--- src/rtl/pose_scan_ctrl.sv ---
// pose_scan_ctrl: sequences pose-encoder lookups for one PRM edge check.
// Walks an 11-bit pose index from startIdx to endIdx (inclusive, wrapping),
// waits the encoder read latency, offers each pose to the collision checker
// and stops at the first reported hit.
// Optional feature macro: POSE_SCAN_STAT_EN adds the chkCnt result counter.
module pose_scan_ctrl #(
   parameter int RD_LAT = 2,   // encoder latency, 1..15
   parameter int IDX_W  = 11
) (
   input  logic             CLK,
   input  logic             RST_n,
   input  logic             start,
   input  logic             abort,
   input  logic [IDX_W-1:0] startIdx,
   input  logic [IDX_W-1:0] endIdx,
   output logic [IDX_W-1:0] poseIndex,
   output logic             chkValid,
   input  logic             chkReady,
   input  logic             resValid,
   input  logic             resHit,
   output logic             busy,
   output logic             done,
   output logic             collide,
   output logic [IDX_W-1:0] hitIdx
`ifdef POSE_SCAN_STAT_EN
   ,
   output logic [11:0]      chkCnt
`endif
);

   typedef enum logic [2:0] {
      IDLE   = 3'd0,
      ISSUE  = 3'd1,
      WAIT   = 3'd2,
      OFFER  = 3'd3,
      RESULT = 3'd4,
      FIN    = 3'd5
   } state_t;

   state_t           state_q, state_d;
   logic [IDX_W-1:0] idx_q, idx_d;       // pose currently being processed
   logic [IDX_W-1:0] last_q, last_d;     // final pose of the scan (inclusive)
   logic [IDX_W-1:0] pose_q, pose_d;     // registered encoder address
   logic [3:0]       lat_q, lat_d;       // remaining encoder latency cycles
   logic             collide_q, collide_d;
   logic [IDX_W-1:0] hit_q, hit_d;
`ifdef POSE_SCAN_STAT_EN
   logic [11:0]      cnt_q, cnt_d;
`endif

   // State register and datapath registers; async reset to idle values
   always_ff @(posedge CLK or negedge RST_n) begin
      if (!RST_n) begin
         state_q   <= IDLE;
         idx_q     <= '0;
         last_q    <= '0;
         pose_q    <= '0;
         lat_q     <= '0;
         collide_q <= 1'b0;
         hit_q     <= '0;
`ifdef POSE_SCAN_STAT_EN
         cnt_q     <= '0;
`endif
      end else begin
         state_q   <= state_d;
         idx_q     <= idx_d;
         last_q    <= last_d;
         pose_q    <= pose_d;
         lat_q     <= lat_d;
         collide_q <= collide_d;
         hit_q     <= hit_d;
`ifdef POSE_SCAN_STAT_EN
         cnt_q     <= cnt_d;
`endif
      end
   end

   // Next-state and datapath update; abort beats every other input
   always_comb begin
      state_d   = state_q;
      idx_d     = idx_q;
      last_d    = last_q;
      pose_d    = pose_q;
      lat_d     = lat_q;
      collide_d = collide_q;
      hit_d     = hit_q;
`ifdef POSE_SCAN_STAT_EN
      cnt_d     = cnt_q;
`endif
      if (abort) begin
         // result registers keep their pre-abort values
         state_d = IDLE;
      end else begin
         case (state_q)
            IDLE: begin
               if (start) begin
                  idx_d     = startIdx;
                  last_d    = endIdx;
                  collide_d = 1'b0;
`ifdef POSE_SCAN_STAT_EN
                  cnt_d     = '0;
`endif
                  state_d   = ISSUE;
               end
            end
            ISSUE: begin
               pose_d  = idx_q;
               lat_d   = 4'(RD_LAT);
               state_d = WAIT;
            end
            WAIT: begin
               // counter at 1 means encoder data is stable next cycle
               if (lat_q <= 4'd1) state_d = OFFER;
               else               lat_d   = lat_q - 4'd1;
            end
            OFFER: begin
               if (chkReady) state_d = RESULT;
            end
            RESULT: begin
               if (resValid) begin
`ifdef POSE_SCAN_STAT_EN
                  cnt_d = cnt_q + 12'd1;
`endif
                  if (resHit) begin
                     collide_d = 1'b1;
                     hit_d     = idx_q;
                     state_d   = FIN;
                  end else if (idx_q == last_q) begin
                     state_d = FIN;
                  end else begin
                     idx_d   = idx_q + 1'b1;  // natural wrap modulo 2**IDX_W
                     state_d = ISSUE;
                  end
               end
            end
            FIN:     state_d = IDLE;
            default: state_d = IDLE;
         endcase
      end
   end

   // Outputs are pure decodes of registered state
   assign poseIndex = pose_q;
   assign chkValid  = (state_q == OFFER);
   assign busy      = (state_q == ISSUE) || (state_q == WAIT) ||
                      (state_q == OFFER) || (state_q == RESULT);
   assign done      = (state_q == FIN);
   assign collide   = collide_q;
   assign hitIdx    = hit_q;
`ifdef POSE_SCAN_STAT_EN
   assign chkCnt    = cnt_q;
`endif

endmodule
--- config.mk ---
export PLATFORM = sky130hd
export DESIGN_NAME = pose_scan_ctrl
export DESIGN_NICKNAME = d
export VERILOG_FILES = /design/src/rtl/pose_scan_ctrl.sv
export SDC_FILE = /design/constraint.sdc
export NUM_CORES = 1
export LEC_CHECK = 0
export BUFFER_PORTS_ARGS = -buffer_cell sky130_fd_sc_hd__buf_2
export CORE_MARGIN = 10
export CORE_UTILIZATION = 55
export DETAILED_ROUTE_END_ITERATION = 7
export GPL_TIMING_DRIVEN = 0
export PLACE_DENSITY = 0.86
export SLEW_MARGIN = 5
export SYNTH_ARGS = -nofsm -noshare
export SYNTH_HDL_FRONTEND = slang
export SYNTH_SLANG_ARGS = --single-unit
--- constraint.sdc ---
create_clock -name CLK -period 5.4 [get_ports CLK]
set_clock_uncertainty 0.2 [all_clocks]
set_input_delay 0 -clock CLK [delete_from_list [all_inputs] [get_ports CLK]]
set_output_delay 0 -clock CLK [all_outputs]
set_load 0.03 [all_outputs]
# After elaboration in Yosys (flattened, before gate mapping)
# Index checks and enable logic that the tools add are counted.
word_totals:
  regBits: 52
  inputBits: 29
  out_inout_bits: 26
op_classes:
  add_sub_neg: 2
  order_cmp: 1
  eq_ne: 16
  muxes: 19
  n_bitwise: 1
  reduce_logical: 13
ops:
  columns: ["operator", "count"]
  rows:
  - ["2-to-1 mux 11 bit", 4]
  - ["one-hot mux 11 bit (2 select lines)", 1]
  - ["2-to-1 mux 3 bit", 7]
  - ["one-hot mux 3 bit (5 select lines)", 1]
  - ["inequality test 2 bit (second input constant)", 6]
  - ["adder 11 x 1 -> 11 bit (second input constant)", 1]
  - ["equality test 11 bit", 1]
  - ["inequality test 3 bit (second input constant)", 3]
  - ["one-hot mux 4 bit (2 select lines)", 1]
  - ["AND reduction 4 bit", 2]
  - ["equality test 3 x 2 -> 1 bit (second input constant)", 2]
  - ["equality test 3 bit (second input constant)", 2]
  - ["AND reduction 3 bit", 2]
  - ["AND reduction 6 bit", 1]
  - ["AND reduction 5 bit", 1]
  - ["less-or-equal comparator 4 x 1 -> 1 bit (second input constant)", 1]
  - ["2-to-1 mux 4 bit", 1]
  - ["nonzero test 2 bit", 2]
  - ["subtractor 4 x 1 -> 4 bit (second input constant)", 1]
  - ["equality test 3 x 1 -> 1 bit (second input constant)", 1]
  - ["logical NOT 3 bit", 1]
  - ["logical OR 1 bit", 3]
  - ["2-to-1 mux 1 bit", 3]
  - ["inequality test 3 x 2 -> 1 bit (second input constant)", 1]
  - ["3 further kinds", 3]

# Depth between registers and ports, before layout
depth:
  ltp_word: 6
  ltp_mapped: 8
  mapped_depth_nobuf: 7

# Least setup slack after synthesis
# OpenSTA, ideal clock, no wires.
synth_path:
  path_kind: "flip-flop to flip-flop"
  startpoint: "reg state_q[2]"
  endpoint: "reg idx_q[1]"
  setup_ps: 123
  t_arrival_ps: 1788
  required_time_ps: 5077
  slack_ps: 3289
  stages_incl_launch_ff: 7
  path_buffers: 2
  cell_sequence: "dfrtp_1 > buf_6 > mux2i_1 > or4_1 > buf_2 > or4_1 > o221a_2"
synth_between:
  elab_chain_cells: 3
synth_rtl:
  columns: ["item", "line_no", "text"]
  rows:
  - ["start, declared", "40", "state_t state_q, state_d;"]
  - ["start signal, assigned", "65", "state_q <= state_d;"]
  - ["equality test 3 bit or logical NOT 3 bit (tied branches)", "94", "case (state_q)"]
  - ["inequality test 2 bit (no line) or nonzero test 2 bit (tied branches)", null, null]
  - ["AND reduction 6 bit (no line)", null, null]
  - ["end signal, assigned", "66", "idx_q <= idx_d;"]
  - ["end, declared", "41", "logic [IDX_W-1:0] idx_q, idx_d;"]
# Parallel ways exist; a longest one is shown, timed or not.
# A chain may end at the register's enable or synchronous reset.

# Worst setup path after layout
layout_path:
  startpoint: "reg idx_q[0]"
  endpoint: "reg idx_q[6]"
layout_between:
  elab_chain_cells: 5
layout_rtl:
  columns: ["item", "line_no", "text"]
  rows:
  - ["adder 11 x 1 -> 11 bit", "131", "idx_d = idx_q + 1'b1;"]
  - ["2-to-1 mux 11 bit", "128", "end else if (idx_q == last_q) begin"]
  - ["2-to-1 mux 11 bit", "124", "if (resHit) begin"]
  - ["2-to-1 mux 11 bit", "120", "if (resValid) begin"]
  - ["one-hot mux 11 bit (2 select lines)", "94", null]
# Parallel ways exist; a longest one is shown, timed or not. The select of a mux whose other input is x is not followed.

==> summary.md <==
| Metric | Value |
|---|---|
| Critical Path End Type | flop |
| Finished Cell Area | roughly 0.0034 sq mm |
| Max frequency | 0.3489 GHz |
| Setup Slack @ Placement | 3.021 ns |
| Initial core utilization | 0.5661 |
| Logic gate share of total power | 0.476 |
| Arrival time worst endpoint | roughly 2.9 ns |
| Fin. Hold Viols | 1 |
| Worst Hold Class | in2reg |
| Number of remaining DRC errors | 0 |
| Fillers | ~350 |
| Die width | just under 90 microns |
| Int Power | 0.9825 mW |
| Post-layout util | 0.7157 |
| Max stage delay on crit path | ~0.66 ns |
| Layout area overhead | 26.42% |
| ANT nets after route | 0 |
| Number of global-route vias before repair | roughly 2.5k |
| Max-cap violations | 0 |
| Cts hold-fix bufs | 28 |
| Via/cell ratio | between 5 and 6 |
| Worst r2r src | idx_q[0]$_DFFE_PN0P_ |
| Placed Area | around 0.0030 sq mm |
| Seq/Total Area, Yosys | 0.4899 |
| Total track usage | 0.1882 |
| Io pins | 55 |
| Clock latency on the worst-skew pair | about 0.32 ns |
| Net Sw Power | ~0.81 mW |
| Setup crit start kind | flop |
| Worst-margin pin slew | 1.132 ns |
| Critical Path Source | idx_q[0]$_DFFE_PN0P_ |
| Clk buf depth | 2 |
| Register bit total from synthesis | 52 |
| PwrDens | 534.1 mW/mm^2 |
| RSZ-0062 raised after global routing | false |
| Worst hold margin | -0.005958 ns |
| Fin crit share | 0.5307 |
| Slew Limit Headroom | 0.2453 |
| FP Rows | 25 |
| Number of synthesized flops with an enable pin | 0 |
| Placed cell count | 380 |
| Cells after Synth | ~270 |
| Buf/Inv on CP | 2 |
| Pleak | roughly 1.5 nW |
| Crit path required time | 5.41 ns |
| Min Tclk post-route | roughly 2.9 ns |
| Pwr Total | between 1.5 and 2 mW |
| TritonCTS clock tree | built |
| First-pass GRT wire length | around 12000 microns |
| Status | finished with violations |
| Max Slew Vio Count | 0 |
| Detailed router's first-iteration violation count | around 340 |
| Total core area | between 0.004 and 0.005 sq mm |
| Die height | between 80 and 90 microns |
| DRT Wirelength | about 7100 microns |
| Synth warn | 0 |
| CP max FO | 9 |
| Die area | between 0.008 and 0.009 sq mm |
| Max VDD drop | roughly 0.00033 V |
| Slowest cell on the critical path | a31oi_1 |
| Crit path max-delay family | buffers and inverters |
| Post-synthesis cell area | 0.002656 sq mm |
| NumNets Final | 393 |
| Inserted Clock Buffers | 5 |
| # diodes | 0 |
| CP Cell Sequence | clkbuf_1 -> xor2_1 -> nor3_1 -> a31oi_1 -> a211oi_1 -> nand4b_1 -> dlygate4sd3_1 |
| Pin count of the biggest net entering global routing | 53 |
| Flop pwr share | 0.397 |
| Failing checks | negative hold slack |
| Final Worst Setup Slack | between 2 and 3 ns |
| Share of cells above drive strength 1 | 0.2597 |
| TNS Setup | 0 ns |
| Post-CTS setup buffers | 0 |
| Top_reg_cell synth | dfrtp_1 |
| Resized cells post-CTS | 0 |
| Antenna violations before repair | 0 |
| Switching share of power | 0.4523 |
| Crit Path Category | reg2reg |
| Mapped Avg Cell Area | roughly 10 sq um |
| Layout Cells excl Fill | 416 |
| Root buffer cell | clkbuf_8 |
| Worst-path clk slew | around 0.1 ns |
| Count of cell types in the netlist | 41 |
| First-pass DRT Iterations | 6 |
| Asr flop ratio synth | 1.000 |
| Clock share of power | 0.127 |
| H-tree depth | 2 |
| Setup violators final | 0 |
| Port buffer count | 53 |
| Placer Congestion | a little under 0.9 |
| Syn nets | between 300 and 400 |
| Clock sink total | 52 |
| Routed length per instance | 17.17 microns |
| Overflow after GRT | 0 |
| Detail Placement HPWL | approximately 5000 microns |
| Vias | 2462 |
| Hold Startpoint | startIdx[10] |
==> final cells by class <==
| class | instances | area, sq um | area share |
|---|---|---|---|
| plain buffers | 18 | 82.58 | 0.02459 |
| multi-input cells | 193 | 1235 | 0.3677 |
| clock inverters | 2 | 16.27 | 0.004844 |
| repair buffers | 81 | 545.5 | 0.1624 |
| clock buffers | 6 | 72.57 | 0.02161 |
| inverters | 10 | 37.54 | 0.01118 |
| well taps | 54 | 67.56 | 0.02012 |
| flip-flops and latches | 52 | 1301 | 0.3875 |
==> power by group through the flow <==
stage / registers, mW / logic (mW) / clock network (mW)
6_report: 0.712 / 0.854 / 0.227
5_1_grt: 0.740 / 0.935 / 0.246
4_1_cts: 0.710 / 0.853 / 0.228
3_5_place_dp: 0.719 / 0.827 / 0
3_3_place_gp: 0.707 / 0.804 / 0
2_1_floorplan: 0.851 / 0.440 / 0
==> layer usage <==
metal | global-route usage | wire length, microns
met2 | 0.3195 | 3535
met1 | 0.2174 | 2854
met5 | 0 | 0
met3 | 0.06108 | 645
met4 | 0.06503 | 105
==> state kept, by name (all words and copies together) (netlist names) <==
name	flops
lat_q	4
state_q	3
last_q	11
collide	1
idx_q	11
hitIdx	11
poseIndex	11
==> worst register-to-register path, delay by kind of cell, from the launching register on <==
kind                   cells  cell delay [ns]
AO/OA/AOI/OAI              2             0.81
buffers and inverters      2             0.92
XOR/XNOR                   1             0.21
flip-flops                 1             0.36
AND/OR/NAND/NOR            2             0.28
==> Yosys cell counts (2+ instances only) <==
master,number,share of area
and3_1,4,0.0094
a21oi_1,17,0.032
o22ai_1,4,0.0094
clkbuf_1,11,0.016
xor2_1,11,0.036
mux2_2,22,0.093
a2bb2oi_1,3,0.0099
buf_2,6,0.011
nand3_1,4,0.0075
o21ai_0,8,0.015
ha_1,3,0.014
nor3_1,15,0.028
o221a_2,2,0.0085
or3_1,2,0.0047
o31ai_1,2,0.0057
o22a_1,2,0.0066
a311oi_1,4,0.013
nand2_1,43,0.061
or4_1,2,0.0057
nand4_1,3,0.0071
inv_1,10,0.014
nor2_1,17,0.024
a31oi_1,3,0.0071
o32ai_1,2,0.0066
dfrtp_1,52,0.49
a211oi_1,4,0.011
nor4_1,3,0.0071
==> cell usage in the layout (no fill, tap or decap), types with 2 or more instances in the layout <==
| master | instances |
|---|---|
| nand3_1 | 4 |
| a21oi_1 | 17 |
| nand2_1 | 43 |
| mux2_2 | 22 |
| or4_1 | 2 |
| o22a_1 | 2 |
| nand4_1 | 3 |
| o32ai_1 | 2 |
| clkbuf_1 | 12 |
| clkbuf_8 | 5 |
| dlygate4sd3_1 | 28 |
| o221a_2 | 2 |
| nor2_1 | 17 |
| nor3_1 | 15 |
| nor4_1 | 3 |
| dfrtp_1 | 52 |
| o21ai_0 | 8 |
| a311oi_1 | 4 |
| a31oi_1 | 3 |
| a211oi_1 | 4 |
| or3_1 | 2 |
| buf_2 | 59 |
| ha_1 | 3 |
| xor2_1 | 11 |
| a2bb2oi_1 | 3 |
| o22ai_1 | 4 |
| and3_1 | 4 |
| o31ai_1 | 2 |
| inv_1 | 10 |
==> final timing paths <==
path / slack (ns) / endpoint / depth (start not counted)
worst max-delay path: 2.53 / idx_q[6]$_DFFE_PN0P_ / 7
worst min-delay path: -0.006 / idx_q[10]$_DFFE_PN0P_ / 4
worst max register to register: 2.53 / idx_q[6]$_DFFE_PN0P_ / 7
worst min register to register: 0.30 / last_q[0]$_DFFE_PN0P_ / 2
max in group asynchronous: 4.07 / hitIdx[3]$_DFFE_PN0P_ / 2
min in group asynchronous: 0.23 / idx_q[2]$_DFFE_PN0P_ / 2
==> kinds of logic (layout without fill, tap and decap cells) <==
logic type / count (synthesis) / after routing / synth area share
AOI/OAI and AO/OA: 58 / 58 / 0.1479
xor gates and xnor gates: 12 / 12 / 0.03957
adders and majority gates: 3 / 3 / 0.01413
buffers and inverters: 28 / 117 / 0.04522
DFF: 52 / 52 / 0.4899
muxes: 23 / 23 / 0.09703
and+or+nand+nor: 97 / 97 / 0.1663
Note: power is estimated with default switching activity, not from simulation.
